`src/rtl/sprite_mem_writer_pkg.sv`:
```
// sprite_mem_writer_pkg
//   Shared definitions for the sprite memory writer and the sprite reader
//   that consumes the same memory: the loader state encoding, the pixel
//   width and the transparent colour key.
package sprite_mem_writer_pkg;

  // Loader states.
  typedef enum logic [1:0] {
    ST_IDLE = 2'd0,
    ST_LOAD = 2'd1,
    ST_DONE = 2'd2
  } wr_state_t;

  // Pixel packing {R[2:0],G[2:0],B[1:0]}.
  localparam int PIX_W = 8;

  // Pixel value treated as "see-through" by the sprite pipeline.
  localparam logic [PIX_W-1:0] TRANSPARENT_KEY = 8'hFF;

endpackage

```
`src/rtl/sprite_xy_counter.sv`:
```
// sprite_xy_counter
//   Raster position counters for the sprite loader. x runs 0..IMG_W-1,
//   y runs 0..IMG_H-1, and addr tracks y*IMG_W+x by plain incrementing
//   (no multiplier). last flags the final pixel of the frame.
// Ports
//   clk, rst_n : clock, asynchronous active-low reset
//   clr        : synchronous clear of x, y and addr
//   adv        : advance by one pixel
//   addr       : current write address
//   last       : current position is x=IMG_W-1, y=IMG_H-1
module sprite_xy_counter #(
  parameter int IMG_W  = 344,
  parameter int IMG_H  = 95,
  parameter int ADDR_W = 15
) (
  input  logic              clk,
  input  logic              rst_n,
  input  logic              clr,
  input  logic              adv,
  output logic [ADDR_W-1:0] addr,
  output logic              last
);

  localparam int XW = (IMG_W > 1) ? $clog2(IMG_W) : 1;
  localparam int YW = (IMG_H > 1) ? $clog2(IMG_H) : 1;
  localparam logic [XW-1:0] X_MAX = XW'(IMG_W - 1);
  localparam logic [YW-1:0] Y_MAX = YW'(IMG_H - 1);

  logic [XW-1:0]     x_r;
  logic [YW-1:0]     y_r;
  logic [ADDR_W-1:0] addr_r;
  logic              x_end_s;

  assign x_end_s = (x_r == X_MAX);
  assign last    = x_end_s && (y_r == Y_MAX);
  assign addr    = addr_r;

  // Raster counters: x wraps at the line end and carries into y.
  always_ff @(posedge clk or negedge rst_n) begin
    if (!rst_n) begin
      x_r    <= {XW{1'b0}};
      y_r    <= {YW{1'b0}};
      addr_r <= {ADDR_W{1'b0}};
    end else if (clr) begin
      x_r    <= {XW{1'b0}};
      y_r    <= {YW{1'b0}};
      addr_r <= {ADDR_W{1'b0}};
    end else if (adv) begin
      if (x_end_s) begin
        x_r <= {XW{1'b0}};
        y_r <= y_r + YW'(1);
      end else begin
        x_r <= x_r + XW'(1);
        y_r <= y_r;
      end
      addr_r <= addr_r + ADDR_W'(1);
    end else begin
      x_r    <= x_r;
      y_r    <= y_r;
      addr_r <= addr_r;
    end
  end

endmodule

```
`src/rtl/sprite_mem_writer.sv`:
```
// sprite_mem_writer
//   Streams a sprite of IMG_W x IMG_H pixels into sprite memory in raster
//   order. Each accepted pixel is written one cycle later at y*IMG_W+x.
//   Optional build macro SPRITE_WR_TRANSPARENT_EN: pixels equal to the
//   transparent key still advance the raster position but are not written.
// Ports
//   clk, rst_n          : clock, asynchronous active-low reset
//   start               : begin loading (ignored while busy)
//   abort               : cancel a load in progress (ignored in IDLE)
//   pix_data, pix_valid : pixel stream input
//   pix_ready           : pixel accepted when pix_valid is also 1
//   mem_addr/wdata/we   : sprite memory write port (1-cycle latency)
//   busy                : load in progress (LOAD or DONE)
//   done                : one-cycle pulse with the final write
module sprite_mem_writer
  import sprite_mem_writer_pkg::*;
#(
  parameter int IMG_W  = 344,
  parameter int IMG_H  = 95,
  parameter int ADDR_W = 15
) (
  input  logic              clk,
  input  logic              rst_n,
  input  logic              start,
  input  logic              abort,
  input  logic [PIX_W-1:0]  pix_data,
  input  logic              pix_valid,
  output logic              pix_ready,
  output logic [ADDR_W-1:0] mem_addr,
  output logic [PIX_W-1:0]  mem_wdata,
  output logic              mem_we,
  output logic              busy,
  output logic              done
);

  wr_state_t         state_r;
  wr_state_t         next_state_s;
  logic              accept_s;
  logic              clr_s;
  logic              last_s;
  logic              we_s;
  logic [ADDR_W-1:0] addr_s;
  logic [ADDR_W-1:0] mem_addr_r;
  logic [PIX_W-1:0]  mem_wdata_r;
  logic              mem_we_r;
  logic              done_r;

  // abort wins over a pixel offered in the same cycle.
  assign accept_s  = (state_r == ST_LOAD) && pix_valid && !abort;
  assign clr_s     = (state_r == ST_IDLE) && start;
  assign pix_ready = (state_r == ST_LOAD);
  assign busy      = (state_r != ST_IDLE);

`ifdef SPRITE_WR_TRANSPARENT_EN
  assign we_s = accept_s && (pix_data != TRANSPARENT_KEY);
`else
  assign we_s = accept_s;
`endif

  sprite_xy_counter #(
    .IMG_W  (IMG_W),
    .IMG_H  (IMG_H),
    .ADDR_W (ADDR_W)
  ) u_xy (
    .clk   (clk),
    .rst_n (rst_n),
    .clr   (clr_s),
    .adv   (accept_s),
    .addr  (addr_s),
    .last  (last_s)
  );

  // State register.
  always_ff @(posedge clk or negedge rst_n) begin
    if (!rst_n) begin
      state_r <= ST_IDLE;
    end else begin
      state_r <= next_state_s;
    end
  end

  // Next-state logic.
  always_comb begin
    next_state_s = state_r;
    case (state_r)
      ST_IDLE: begin
        if (start) begin
          next_state_s = ST_LOAD;
        end else begin
          next_state_s = ST_IDLE;
        end
      end
      ST_LOAD: begin
        if (abort) begin
          next_state_s = ST_IDLE;
        end else if (accept_s && last_s) begin
          next_state_s = ST_DONE;
        end else begin
          next_state_s = ST_LOAD;
        end
      end
      ST_DONE: begin
        next_state_s = ST_IDLE;
      end
      default: begin
        next_state_s = ST_IDLE;
      end
    endcase
  end

  // Memory write register: address/data capture on accept and hold otherwise;
  // done rides along with the write of the final pixel.
  always_ff @(posedge clk or negedge rst_n) begin
    if (!rst_n) begin
      mem_addr_r  <= {ADDR_W{1'b0}};
      mem_wdata_r <= {PIX_W{1'b0}};
      mem_we_r    <= 1'b0;
      done_r      <= 1'b0;
    end else begin
      if (accept_s) begin
        mem_addr_r  <= addr_s;
        mem_wdata_r <= pix_data;
      end else begin
        mem_addr_r  <= mem_addr_r;
        mem_wdata_r <= mem_wdata_r;
      end
      mem_we_r <= we_s;
      done_r   <= accept_s && last_s;
    end
  end

  assign mem_addr  = mem_addr_r;
  assign mem_wdata = mem_wdata_r;
  assign mem_we    = mem_we_r;
  assign done      = done_r;

endmodule

```
`config.mk`:
```
export PLATFORM = sky130hd
export DESIGN_NAME = sprite_mem_writer
export DESIGN_NICKNAME = d
export VERILOG_FILES = /design/src/rtl/sprite_mem_writer_pkg.sv /design/src/rtl/sprite_xy_counter.sv /design/src/rtl/sprite_mem_writer.sv
export SDC_FILE = /design/constraint.sdc
export NUM_CORES = 1
export LEC_CHECK = 0
export BUFFER_PORTS_ARGS = -buffer_cell sky130_fd_sc_hd__buf_2
export CORE_MARGIN = 2
export CORE_UTILIZATION = 45
export DETAILED_ROUTE_END_ITERATION = 6
export PLACE_DENSITY = 0.71
export SETUP_SLACK_MARGIN = 0.4
export SYNTH_ARGS = -nofsm -noshare
export SYNTH_HDL_FRONTEND = slang
export SYNTH_HIERARCHICAL = 1
export SYNTH_SLANG_ARGS = --single-unit
export TNS_END_PERCENT = 100
```
`constraint.sdc`:
```
create_clock -name clk -period 2.8 [get_ports clk]
set_input_delay 0.14 -clock clk [delete_from_list [all_inputs] [get_ports clk]]
set_output_delay 0.14 -clock clk [all_outputs]
set_load 0.03 [all_outputs]
```
# --- After elaboration in Yosys (flattened, before gate mapping) ---
# Index checks and enable logic that the tools add are counted.
word_totals:
  wordCells: 37
  latch_bits: 0
  regBits: 58
  in_bits: 13
  rom_bits: 0
  mem_count: 0
  output_inout_bits: 27
  ram_bits: 0
op_classes:
  shifts: 0
  n_div: 0
  reduce_logical: 11
  n_mux: 12
  order_cmp: 0
  addsub: 3
  n_bitwise: 0
  n_eq_ne: 3
  n_mul: 0
op_table:
  columns: ["operator", "n"]
  rows:
  - ["15-bit 2-to-1 mux", 2]
  - ["9-bit 2-to-1 mux", 3]
  - ["7-bit 2-to-1 mux", 3]
  - ["15-bit by 1-bit adder with 15-bit output, second input constant", 1]
  - ["9-bit by 1-bit adder with 9-bit output, second input constant", 1]
  - ["9-bit equality test, second input constant", 1]
  - ["7-bit by 1-bit adder with 7-bit output, second input constant", 1]
  - ["7-bit equality test, second input constant", 1]
  - ["2-bit nonzero test", 3]
  - ["1-bit logical AND", 5]
  - ["2-bit 2-to-1 mux", 2]
  - ["2-bit one-hot mux with 2 select lines", 1]
  - ["2-bit by 1-bit equality test with 1-bit output, second input constant", 1]
  - ["2-bit zero test", 1]
  - ["2-bit AND reduction", 1]
  - ["1-bit zero test", 1]
  - ["1-bit 2-to-1 mux", 1]

# --- Longest topological paths before layout ---
# Gate-level depths: netlist of run 1.
depth:
  word_depth: 7
  ltp_mapped: 9
  depth_no_buf: 7

# --- Hierarchy ---
# The synthesis of run 1 kept the hierarchy.
modules_own_cells:
  columns: ["module", "seq_area_each_um2", "instances", "cells_per_inst", "area_per_inst_um2"]
  rows:
  - ["sprite_xy_counter", 775.7, 1, 172, 1634.1]
  - ["sprite_mem_writer", 675.6, 1, 63, 1117.3]

# --- Worst setup path after synthesis of run 1 ---
# OpenSTA, ideal clock, no wires.
synth_timing:
  path_type: "reg-to-reg"
  from: "register state_r[1]"
  to: "register u_xy.y_r[3]"
  setup_ns: 0.078
  t_required_ns: 2.722
  t_arrival_ns: 2.289
  path_stages_with_launch: 9
  path_slack_ns: 0.433
  period_less_slack_ns: 2.367
  path_buffers: 2
  cell_sequence: "dfrtp_1 > nor2b_4 > and3b_1 > buf_6 > buf_12 > nand3_1 > or4_4 > or4_1 > a21oi_1"
synth_via:
  elab_chain_cells: 5
  elab_cells_between_ends: 9
  cone_classes: "1 x eq/ne; 1 x mux; 7 x reduce/logical"
synth_rtl:
  columns: ["element", "line_no", "text"]
  rows:
  - ["from (decl)", "sprite_mem_writer.sv:36", "wr_state_t state_r;"]
  - ["from (signal assigned)", "sprite_mem_writer.sv:78", "state_r <= next_state_s;"]
  - ["2-bit by 1-bit equality test with 1-bit output", null, null]
  - ["net pix_ready", "sprite_mem_writer.sv:28", "output logic pix_ready,"]
  - ["1-bit logical AND (2 in series)", "sprite_mem_writer.sv:49", "assign accept_s = (state_r == ST_LOAD) && pix_valid && !abort;"]
  - ["net accept_s", "sprite_mem_writer.sv:38", "logic accept_s;"]
  - ["2-bit nonzero test (no line)", null, null]
  - ["2-bit AND reduction (no line)", null, null]
  - ["to (signal assigned)", "sprite_xy_counter.sv:51", "y_r <= y_r + YW'(1);"]
  - ["to (signal assigned)", "sprite_xy_counter.sv:54", "y_r <= y_r;"]
  - ["to (signal assigned)", "sprite_xy_counter.sv:59", "y_r <= y_r;"]
  - ["to (decl)", "sprite_xy_counter.sv:30", "logic [YW-1:0] y_r;"]
# The timed path passes the listed nets, and every way through them passes these cells.
# A chain may end at the register's enable or synchronous reset.

# --- Final worst setup path of run 1 ---
layout_timing:
  from: "register state_r[1]"
  to: "register u_xy.addr_r[14], in the netlist u_xy/addr[14]"
layout_via:
  elab_cells_between_ends: 7
  cone_classes: "1 x eq/ne; 1 x mux; 5 x reduce/logical"
layout_lines:
  columns: ["element", "line_no", "text"]
  rows:
  - ["2-bit zero test (*)", "sprite_mem_writer.sv:50", "assign clr_s = (state_r == ST_IDLE) && start;"]
  - ["1-bit logical AND (*)", "sprite_mem_writer.sv:50", null]
  - ["net clr_s", "sprite_mem_writer.sv:39", "logic clr_s;"]
  - ["15-bit 2-to-1 mux / 2-bit nonzero test (equally long branches)", null, null]
  - ["to (signal assigned)", "sprite_xy_counter.sv:43", "addr_r <= {ADDR_W{1'b0}};"]
  - ["to (signal assigned)", "sprite_xy_counter.sv:47", "addr_r <= {ADDR_W{1'b0}};"]
  - ["to (signal assigned)", "sprite_xy_counter.sv:56", "addr_r <= addr_r + ADDR_W'(1);"]
  - ["to (decl)", "sprite_xy_counter.sv:31", "logic [ADDR_W-1:0] addr_r;"]
# Mark *: on every way through the listed nets, which the timed path passes. The rest lies on a longest branch.

==> results.yml, run 1 <==
timing:
  whs_ns: -0.00918
  setup_viol: 0
  layout_setup_ws_ns: 0.702
  slew_violations: 0
  relSlewSlack: 0.312
  finalHoldViolations: 16
  period_minus_slack_ns: 2.10
  setup_tns_ns: 0
  rsz0062_at_grt: "no"
  finClkSkew_ns: 0.00930
  worstMarginPinSlew_ns: 1.03
  max_freq_mhz: 477
  min_period_over_period: 0.749
logic_synthesis:
  synth_flop_cell: "dfrtp_1"
  syn_nets: 252
  yosysSeqAreaShare: 0.528
  synth.top_cell.area_share: 0.528
  yosysUniqueCellTypes: 44
  syn-cell-area_sq_um: 2750
  async_reset_ff_frac: 1.00
  synth.top_cells.by_area: "dfrtp_1 (53%), mux2_4 (9.3%), xnor2_1 (3.2%), nor2_1 (3.0%), mux2_2 (2.5%)"
  synth-edff-count: 0
  netlist_instances: 235
  synth_area_per_cell_sq_um: 11.7
  yosysTopAreaCell: "dfrtp_1"
  yosys_register_bits: 58
  synth_warnings: 6
worst_setup_path:
  critPathLaunch: "state_r[1]"
  critical_path_class: "flop to flop"
  cp.arrival_ns: 2.31
  r2r-start: "state_r[1]"
  required_ns: 3.02
  cpPeakStageDelay_ns: 0.42
  slowest_stage: "dfrtp_1"
  crit_fanout: 34
  path_cells: "or2_2 > nor2_2 > buf_4 > o211ai_1 > nor3_1 > a21oi_1 > a31o_2"
  end_kind: "flop"
  start_kind: "flop"
die:
  dieArea_sq_um: 6760
  die_y_microns: 82.2
  placementRows: 28
  start_util: 0.465
  die_w_microns: 82.2
  pin_count: 40
  core_sq_um: 5920
run:
  maxCapViolCount: 0
placement:
  dp_slack_ns: 0.688
  dp_hpwl_mm: 3.41
  port-buffer-count: 39
  gp_congestion: 0.759
layout:
  multi_input_area_sq_um: 1190
  seqCellArea_sq_um: 1450
  antennaDiodeCount: 0
  nFillCells: 513
  drive_gt1_frac: 0.310
  nets: 297
  area_growth_pct: 17.1
  fin_util: 0.544
drt:
  drt-initial-drc-count: 128
  first_pass_iters: 4
  drc: 0
  viasPerCell: 5.38
  drt-total-wl_mm: 5.00
  wl_per_cell_microns: 13.9
  postRouteAntennaNets: 0
  vias: 1931
clock_tree:
  worstSkewPairLatency_ns: 0.33
  post_cts.repair.setup_buffers: 0
  cts_buffers: 9
  clock-root-buffer: "clkbuf_8"
  cts_resized: 0
  htreeDepth: 3
  cts_buffer_depth: 2
  clk_pin_slew_worst_paths_ns: 0.06
  cts.sinks: 58
  cts_tree: "yes"
  holdBufCountCts: 0
outcome:
  status: "finished, violations left"
  violations: "hold timing"
hold_path:
  hp-class: "input port to asynchronous set/reset pin"
pwr:
  peakVddDrop_mv: 0.321
  power_w: 0.00203
  power_density_nw_per_um2: 631
  leakage_nw: 1.50
grt:
  grt_start_max_net_pins: 48
  antenna_found_initial: 0
  grt_pass1_wl_mm: 8.17
  grt_overflow: 0
  grt.total_usage: 0.162
  grt_pass1_vias: 1765
[state kept, by name, indices dropped and copies added, names as in the netlist]
register   flops
mem_addr      15
u_xy/addr     15
u_xy/x_r       9
mem_wdata      8
u_xy/y_r       7
state_r        2
done           1
mem_we         1
[cell usage after synthesis (2+ instances only)]
cell type	count
xor2_1	6
nor4_1	5
mux2_2	6
o2111ai_1	2
a31o_2	2
a21oi_1	13
nand4b_1	2
nand3_1	7
o211ai_1	2
or4_1	4
o21ai_0	3
or3_1	3
mux2i_1	2
nor2_1	22
nor3_1	5
ha_1	4
and2_1	3
buf_12	2
o31ai_1	2
dfrtp_1	58
inv_1	10
xnor2_1	10
nand2_1	14
nand4_1	5
and3_1	2
clkbuf_1	6
nor3b_1	2
mux2_4	17
[stage by stage]
stage,hold WS [ns],cell area (sq um),instances
final,-0.00918,3220,359
after global routing,0.0424,3220,359
after CTS,0.0304,3220,359
after detailed placement,0.381,3000,344
after global placement,0.377,3000,344
after floorplan,-0.156,2750,235
[cells in the final DEF (no fill, tap or decap), types with 4 or more instances in the layout]
master | Yosys | final
dfrtp_1 | 58 | 58
buf_2 | 1 | 39
nor2_1 | 22 | 21
mux2_4 | 17 | 17
nand2_1 | 14 | 14
a21oi_1 | 13 | 13
clkbuf_8 | 0 | 11
inv_1 | 10 | 10
xnor2_1 | 10 | 10
nand3_1 | 7 | 7
mux2_2 | 6 | 6
xor2_1 | 6 | 6
buf_4 | 0 | 5
nor4_1 | 5 | 5
nor3_1 | 5 | 5
nand4_1 | 5 | 5
or4_1 | 4 | 4
ha_1 | 4 | 4
[final cells by class]
class,count,share of cell area
clock buffer,13,0.0493
clock inverter,2,0.0186
inverter,10,0.0117
multi-input combinational,157,0.369
sequential,58,0.450
tap,75,0.0291
timing repair buffer,44,0.0722
[critical path: cells and delay by family (launching register included)]
kind,cells,cell delay [ns]
AOI/OAI and AO/OA,3,0.51
buffers and inverters,1,0.36
DFF,1,0.42
and+or+nand+nor,3,0.69
[report_power, final]
part | switching [W] | internal [W]
registers | 0.0000350 | 0.000888
clock network | 0.000299 | 0.000546
logic | 0.000161 | 0.000106
total | 0.000495 | 0.00154
[layer usage]
metal / track usage / up-vias / routed length (microns)
met5: 0 / - / 0
met2: 0.247 / 43 / 2320
li1: - / 923 / -
met4: 0.105 / 0 / 114
met1: 0.212 / 956 / 2350
met3: 0.0272 / 9 / 220
[path summary, 6_finish.rpt]
check	end	slack (ns)	cells after the start
worst max-delay path	u_xy/addr[14]	0.70	7
max in group asynchronous	mem_addr[13]	2.07	2
min in group clk	mem_wdata[5]	0.05	2
worst min register to register	mem_addr[7]	0.50	1
worst max register to register	u_xy/addr[14]	0.70	7
worst min-delay path	u_xy/y_r[2]	-0.009	1
[kinds of logic after synthesis]
kind of cell / synth area share
buffers and inverters: 0.0423
AND/OR/NAND/NOR: 0.166
adder cells (fa/ha/maj): 0.0182
AO/OA/AOI/OAI: 0.0700
multiplexers: 0.125
XOR/XNOR: 0.0509
flip-flops: 0.528
Power figures use the tool's default switching activity.
==> run 2: changes to the inputs <==
==> constraint.sdc (replaced) <==
create_clock -name clk -period 2.2 [get_ports clk]
set_input_delay 0.11 -clock clk [delete_from_list [all_inputs] [get_ports clk]]
set_output_delay 0.11 -clock clk [all_outputs]
set_load 0.03 [all_outputs]
==> run 2 against run 1 <==
  * Register-to-register slack worse by 0.56 ns
  * Cell count up 6.1%
  * Non-clock buffer count up 22
  * Worst hold slack better by 0.029 ns
  * Global-route usage up 1.5 points
  * Clock skew down 0.0017 ns
  * Combinational power up 45%
  * Clock-buffer cell count down 1
  * Utilization up 6.2 points
  * Largest power group unchanged
  * First-iteration DRC count up 1.6%
  * The flow now finishes without violations
  * Via count up 6.4%
  * Sequential power up 28%
==> results.yml, run 2 (same netlist as run 1, synthesis figures left out) <==
timing:
  whs_ns: 0.0201
  finClkSkew_ns: 0.00758
  rsz0062_at_grt: "yes"
  finalHoldViolations: 0
  period_minus_slack_ns: 2.06
  min_period_over_period: 0.934
  relSlewSlack: 0.666
  worstMarginPinSlew_ns: 0.498
  setup_viol: 0
  max_freq_mhz: 487
  setup_tns_ns: 0
  slew_violations: 0
grt:
  grt.total_usage: 0.177
  top_usage_layer: "met2"
  use_met2: 0.278
  grt_start_max_net_pins: 59
  grt_pass1_wl_mm: 8.91
  use_met1: 0.222
  grt_overflow: 0
  grtUsageMet3: 0.0467
  grt_pass1_vias: 1969
  antenna_found_initial: 0
worst_setup_path:
  crit_fanout: 5
  cp.arrival_ns: 2.27
  cpPeakStageDelay_ns: 0.40
  start_kind: "flop"
  end_kind: "flop"
  path_delay_family: "simple AND/OR/NAND/NOR gates"
  critPathBufInv: 1
  critical_path_class: "flop to flop"
  required_ns: 2.41
  path_cells: "buf_4 > or2_4 > nor2_4 > o211ai_1 > nor3_2 > a21oi_1 > a31o_2"
  slowest_stage: "dfrtp_1"
drt:
  drt-total-wl_mm: 5.83
  wl_per_cell_microns: 15.3
  drc: 0
  viasPerCell: 5.39
  postRouteAntennaNets: 0
  drt-initial-drc-count: 130
  vias: 2054
  first_pass_iters: 6
pwr:
  peakVddDrop_mv: 0.477
  power_frac_seq: 0.457
  power_frac_clock: 0.393
  power_density_nw_per_um2: 718
  comb_power_share: 0.150
  internal_power_w: 0.00193
  leakage_nw: 1.67
  p_switching_w: 0.000652
  p_sw_frac: 0.253
die:
  dieArea_sq_um: 6760
  placementRows: 28
  die_y_microns: 82.2
  pin_count: 40
  die_w_microns: 82.2
  core_sq_um: 5920
  start_util: 0.465
layout:
  area_growth_pct: 30.5
  layout_common_cells: "dfrtp_1 (57), buf_2 (40), nor2_1 (20)"
  drive_gt1_frac: 0.418
  antennaDiodeCount: 0
  final_area_sq_um: 3590
  stdcell_count: 381
  nets: 319
  final_common_cell: "dfrtp_1"
clock_tree:
  cts_buffer_depth: 2
  htreeDepth: 3
  cts.sinks: 58
  worstSkewPairLatency_ns: 0.32
  clock-root-buffer: "clkbuf_8"
  clk_pin_slew_worst_paths_ns: 0.06
  cts_tree: "yes"
  cts_buffers: 9
placement:
  dp_hpwl_mm: 3.34
  placed_area_sq_um: 3040
  gp_congestion: 0.755
  port-buffer-count: 39
  dp_cells: 346
run:
  maxCapViolCount: 0
outcome:
  status: "completed"
hold_path:
  hp-class: "input port to flop"
[run 2: power groups by stage]
stage                     registers [W]  clock network [W]  logic [W]
after floorplan                 0.00128                  0   0.000151
after global placement          0.00119                  0   0.000345
after detailed placement        0.00119                  0   0.000351
after CTS                       0.00117            0.00103   0.000382
after global routing            0.00119            0.00109   0.000420
final                           0.00118            0.00101   0.000387
[run 2: final timing paths]
check | start | end | slack [ns] | cells after the start
setup / recovery | state_r[1] | u_xy/addr[14] | 0.14 | 7
hold / removal | pix_data[0] | mem_wdata[0] | 0.02 | 2
setup reg to reg | state_r[1] | u_xy/addr[14] | 0.14 | 7
hold reg to reg | mem_addr[9] | mem_addr[9] | 0.50 | 1
max in group asynchronous | rst_n | u_xy/x_r[0] | 1.61 | 3
min in group asynchronous | rst_n | u_xy/y_r[0] | 0.31 | 3
[run 2: layout make-up]
class / instances / area, sq um
fillers: 454 / 2330
well taps: 75 / 93.8
multi-input cells: 157 / 1350
clock inverters: 3 / 65.1
repair buffers: 66 / 459
flip-flops and latches: 58 / 1450
inverters: 10 / 37.5
clock buffers: 12 / 135
[run 2: worst register-to-register path, cell delays in order, from the launching register on]
cell and delay (ns):
dfrtp_1 0.40, buf_4 0.15, or2_4 0.26, nor2_4 0.19, o211ai_1 0.24, nor3_2 0.32
a21oi_1 0.15, a31o_2 0.25
[run 2: metrics by stage]
| stage | setup slack (ns) | power, W | util |
|---|---|---|---|
| final | 0.145 | 0.00258 | 0.607 |
| after global routing | 0.0902 | 0.00270 | 0.607 |
| after CTS | 0.273 | 0.00259 | 0.577 |
| after detailed placement | 0.214 | 0.00154 | 0.514 |
| after global placement | 0.258 | 0.00153 | 0.514 |
| after floorplan | -0.0832 | 0.00143 | - |
[run 2: repair_timing]
action	4_1_cts	5_1_grt
gates cloned	1	1
gates resized for setup	15	20
buffers inserted	9	8
hold buffers	1	0
pin swaps	7	18
endpoints found under the setup margin	30	20
hold endpoints to repair	58	0
[run 2: per-layer routing]
| layer | vias up | share of wire |
|---|---|---|
| met5 | - | 0 |
| met4 | 0 | 0.022 |
| met3 | 13 | 0.055 |
| met2 | 76 | 0.46 |
| met1 | 995 | 0.46 |
| li1 | 970 | - |
==> run 3: changes to the inputs <==
--- a/config.mk
+++ b/config.mk
@@ -5,10 +5,12 @@
 export SDC_FILE = /design/constraint.sdc
 export NUM_CORES = 1
 export LEC_CHECK = 0
+export ABC_AREA = 1
 export BUFFER_PORTS_ARGS = -buffer_cell sky130_fd_sc_hd__buf_2
 export CORE_MARGIN = 2
 export CORE_UTILIZATION = 45
 export DETAILED_ROUTE_END_ITERATION = 6
+export GPL_ROUTABILITY_DRIVEN = 0
 export PLACE_DENSITY = 0.71
 export SETUP_SLACK_MARGIN = 0.4
 export SYNTH_ARGS = -nofsm -noshare
==> run 3 against run 2 <==
  * Cell count grew 34%
  * Via count grew 22%
  * Die area grew 3.6%
  * Largest cell class unchanged
  * Largest power group unchanged
  * Utilization shrank 5.7 points
  * Setup slack gained 0.39 ns
  * Critical path type unchanged
==> results.yml, run 3 <==
die:
  dieArea_sq_um: 7000
  die_y_microns: 83.7
  placementRows: 29
  pin_count: 40
  start_util: 0.457
  core_sq_um: 6240
  die_w_microns: 83.7
logic_synthesis:
  synth_flop_cell: "dfrtp_1"
  yosysSeqAreaShare: 0.508
  netlist_instances: 373
  synth.top_cells.by_area: "dfrtp_1 (51%), nand2_1 (20%), inv_1 (5.4%), nor2_1 (4.7%), nand3_1 (3.9%)"
  synthTopCellsByCount: "nand2_1 (149), dfrtp_1 (58), inv_1 (41)"
  synth_area_per_cell_sq_um: 7.65
  synth.top_cell.area_share: 0.508
  yosysUniqueCellTypes: 26
  async_reset_ff_frac: 1.00
  synth-edff-count: 0
  yosysMostFrequentCell: "nand2_1"
  syn-cell-area_sq_um: 2860
  yosysTopAreaCell: "dfrtp_1"
  synth_warnings: 6
  yosys_register_bits: 58
  syn_nets: 390
worst_setup_path:
  required_ns: 2.43
  cp.arrival_ns: 1.90
  r2r-start: "state_r[1]"
  critPathBufInv: 2
  cpPeakStageDelay_ns: 0.43
  worstSetupPathDepth: 10
  critical_path_class: "flop to flop"
  r2r-end: "u_xy/addr[12]"
  r2r.worst_path.cells: 10
  path_delay_family: "simple AND/OR/NAND/NOR gates"
  start_kind: "flop"
  slowest_stage: "dfrtp_1"
  path_cells: "nor2_4 > nand2_8 > inv_4 > inv_2 > nand2_4 > nand2_1 > nor2_2 > nand4_1 > nand2_1 > nor2_1"
  crit_top_cell: "nand2_1"
  crit_fanout: 24
  ff2ff_setup_slack_ns: 0.54
  end_kind: "flop"
layout:
  layout_common_cells: "nand2_1 (149), dfrtp_1 (58), inv_1 (41)"
  final_common_cell: "nand2_1"
  fin_util: 0.550
  nets: 445
  stdcell_count: 510
  area_growth_pct: 20.2
  drive_gt1_frac: 0.180
  antennaDiodeCount: 0
clock_tree:
  worstSkewPairLatency_ns: 0.34
  cts_buffer_depth: 2
  clock-root-buffer: "clkbuf_8"
  cts_buffers: 9
  post_cts.repair.setup_buffers: 0
  cts.sinks: 58
  clk_pin_slew_worst_paths_ns: 0.07
  htreeDepth: 3
  cts_tree: "yes"
drt:
  first_pass_iters: 4
  vias: 2514
  wl_per_cell_microns: 11.6
  drt-total-wl_mm: 5.89
  postRouteAntennaNets: 0
  viasPerCell: 4.93
  drt-initial-drc-count: 157
  drc: 0
pwr:
  power_density_nw_per_um2: 767
  leakage_nw: 1.85
  peakVddDrop_mv: 0.531
  power_w: 0.00263
timing:
  whs_ns: 0.0457
  rsz0062_at_grt: "yes"
  finalHoldViolations: 0
  setup_viol: 0
  slew_violations: 0
  worstMarginPinSlew_ns: 0.767
  period_minus_slack_ns: 1.66
  relSlewSlack: 0.489
  setup_tns_ns: 0
  finClkSkew_ns: 0.0107
  min_period_over_period: 0.757
  max_freq_mhz: 601
outcome:
  status: "completed"
grt:
  grt_pass1_vias: 2449
  grt_overflow: 0
  antenna_found_initial: 0
  grt_start_max_net_pins: 35
  grt_pass1_wl_mm: 10.6
  grt.total_usage: 0.187
run:
  maxCapViolCount: 0
placement:
  dp_cells: 485
  port-buffer-count: 39
  dp_hpwl_mm: 4.12
hold_path:
  whs_endpoint: "state_r[0]"
  min-delay-start: "start"
  hp-class: "input port to flop"
  worstHoldPathCells: 3
run 3: cell types whose count changed after synthesis, moves of 10 or more:
cell     delta
nand2_1   +135
inv_1      +31
mux2_4     -17
nand3_1    +15
nor2_1     +14
xnor2_1    -10
run 3: power breakdown:
group          internal [W]  total (W)  switching, W
clock network      0.000522   0.000957      0.000435
logic              0.000140   0.000461      0.000320
registers           0.00115    0.00122     0.0000631
total               0.00182    0.00263      0.000818
run 3: how the worst max path moves through the flow:
stage                 from       endpoint  slack [ns]
3_5_place_dp    state_r[1]  u_xy/addr[12]        0.35
6_report        state_r[1]  u_xy/addr[12]        0.54
4_1_cts         state_r[1]  u_xy/addr[11]        0.43
3_3_place_gp    state_r[1]  u_xy/addr[12]        0.42
5_1_grt        u_xy/x_r[0]     state_r[0]        0.38
2_1_floorplan   state_r[1]  u_xy/addr[11]        0.52
run 3: area by class of cell:
cell class	count	area [sq um]
clock buffers	10	128
clock inverters	6	67.6
fillers	567	2810
inverters	45	171
multi-input cells	262	1200
flip-flops and latches	58	1450
well taps	77	96.3
repair buffers	52	319
run 3: timing repair:
item	4_1_cts	5_1_grt
endpoints found under the hold margin	40	0
hold buffers	9	0
setup endpoints to repair	5	14
pin swaps	0	1
resized for setup	2	6
run 3: layer usage:
metal  vias to the layer above  GRT usage  part of all wire
li1                       1272          -                 -
met1                      1178      0.234              0.47
met2                        58      0.304              0.47
met3                         6     0.0534             0.046
met4                         0     0.0762             0.010
met5                         -          0                 0
run 3: cell families (layout without fill, tap and decap cells):
family,after synthesis,count (layout),synth area share
AO/OA/AOI/OAI,27,27,0.0539
XOR/XNOR,1,1,0.00307
adder cells (fa/ha/maj),4,4,0.0175
buffers and inverters,53,113,0.0824
flip-flops,58,58,0.508
AND/OR/NAND/NOR,230,230,0.335
run 3: per-stage QoR:
| stage | area [sq um] | worst slack (ns) |
|---|---|---|
| detailed placement | 3110 | 0.355 |
| floorplan | 2860 | 0.523 |
| global placement | 3110 | 0.415 |
| global route | 3430 | 0.379 |
| finish | 3430 | 0.535 |
| CTS | 3410 | 0.430 |
run 3: tightest hold or removal path, cell delays in order:
cell	delay [ns]
buf_2	0.08
nand3_1	0.09
nand2_1	0.07
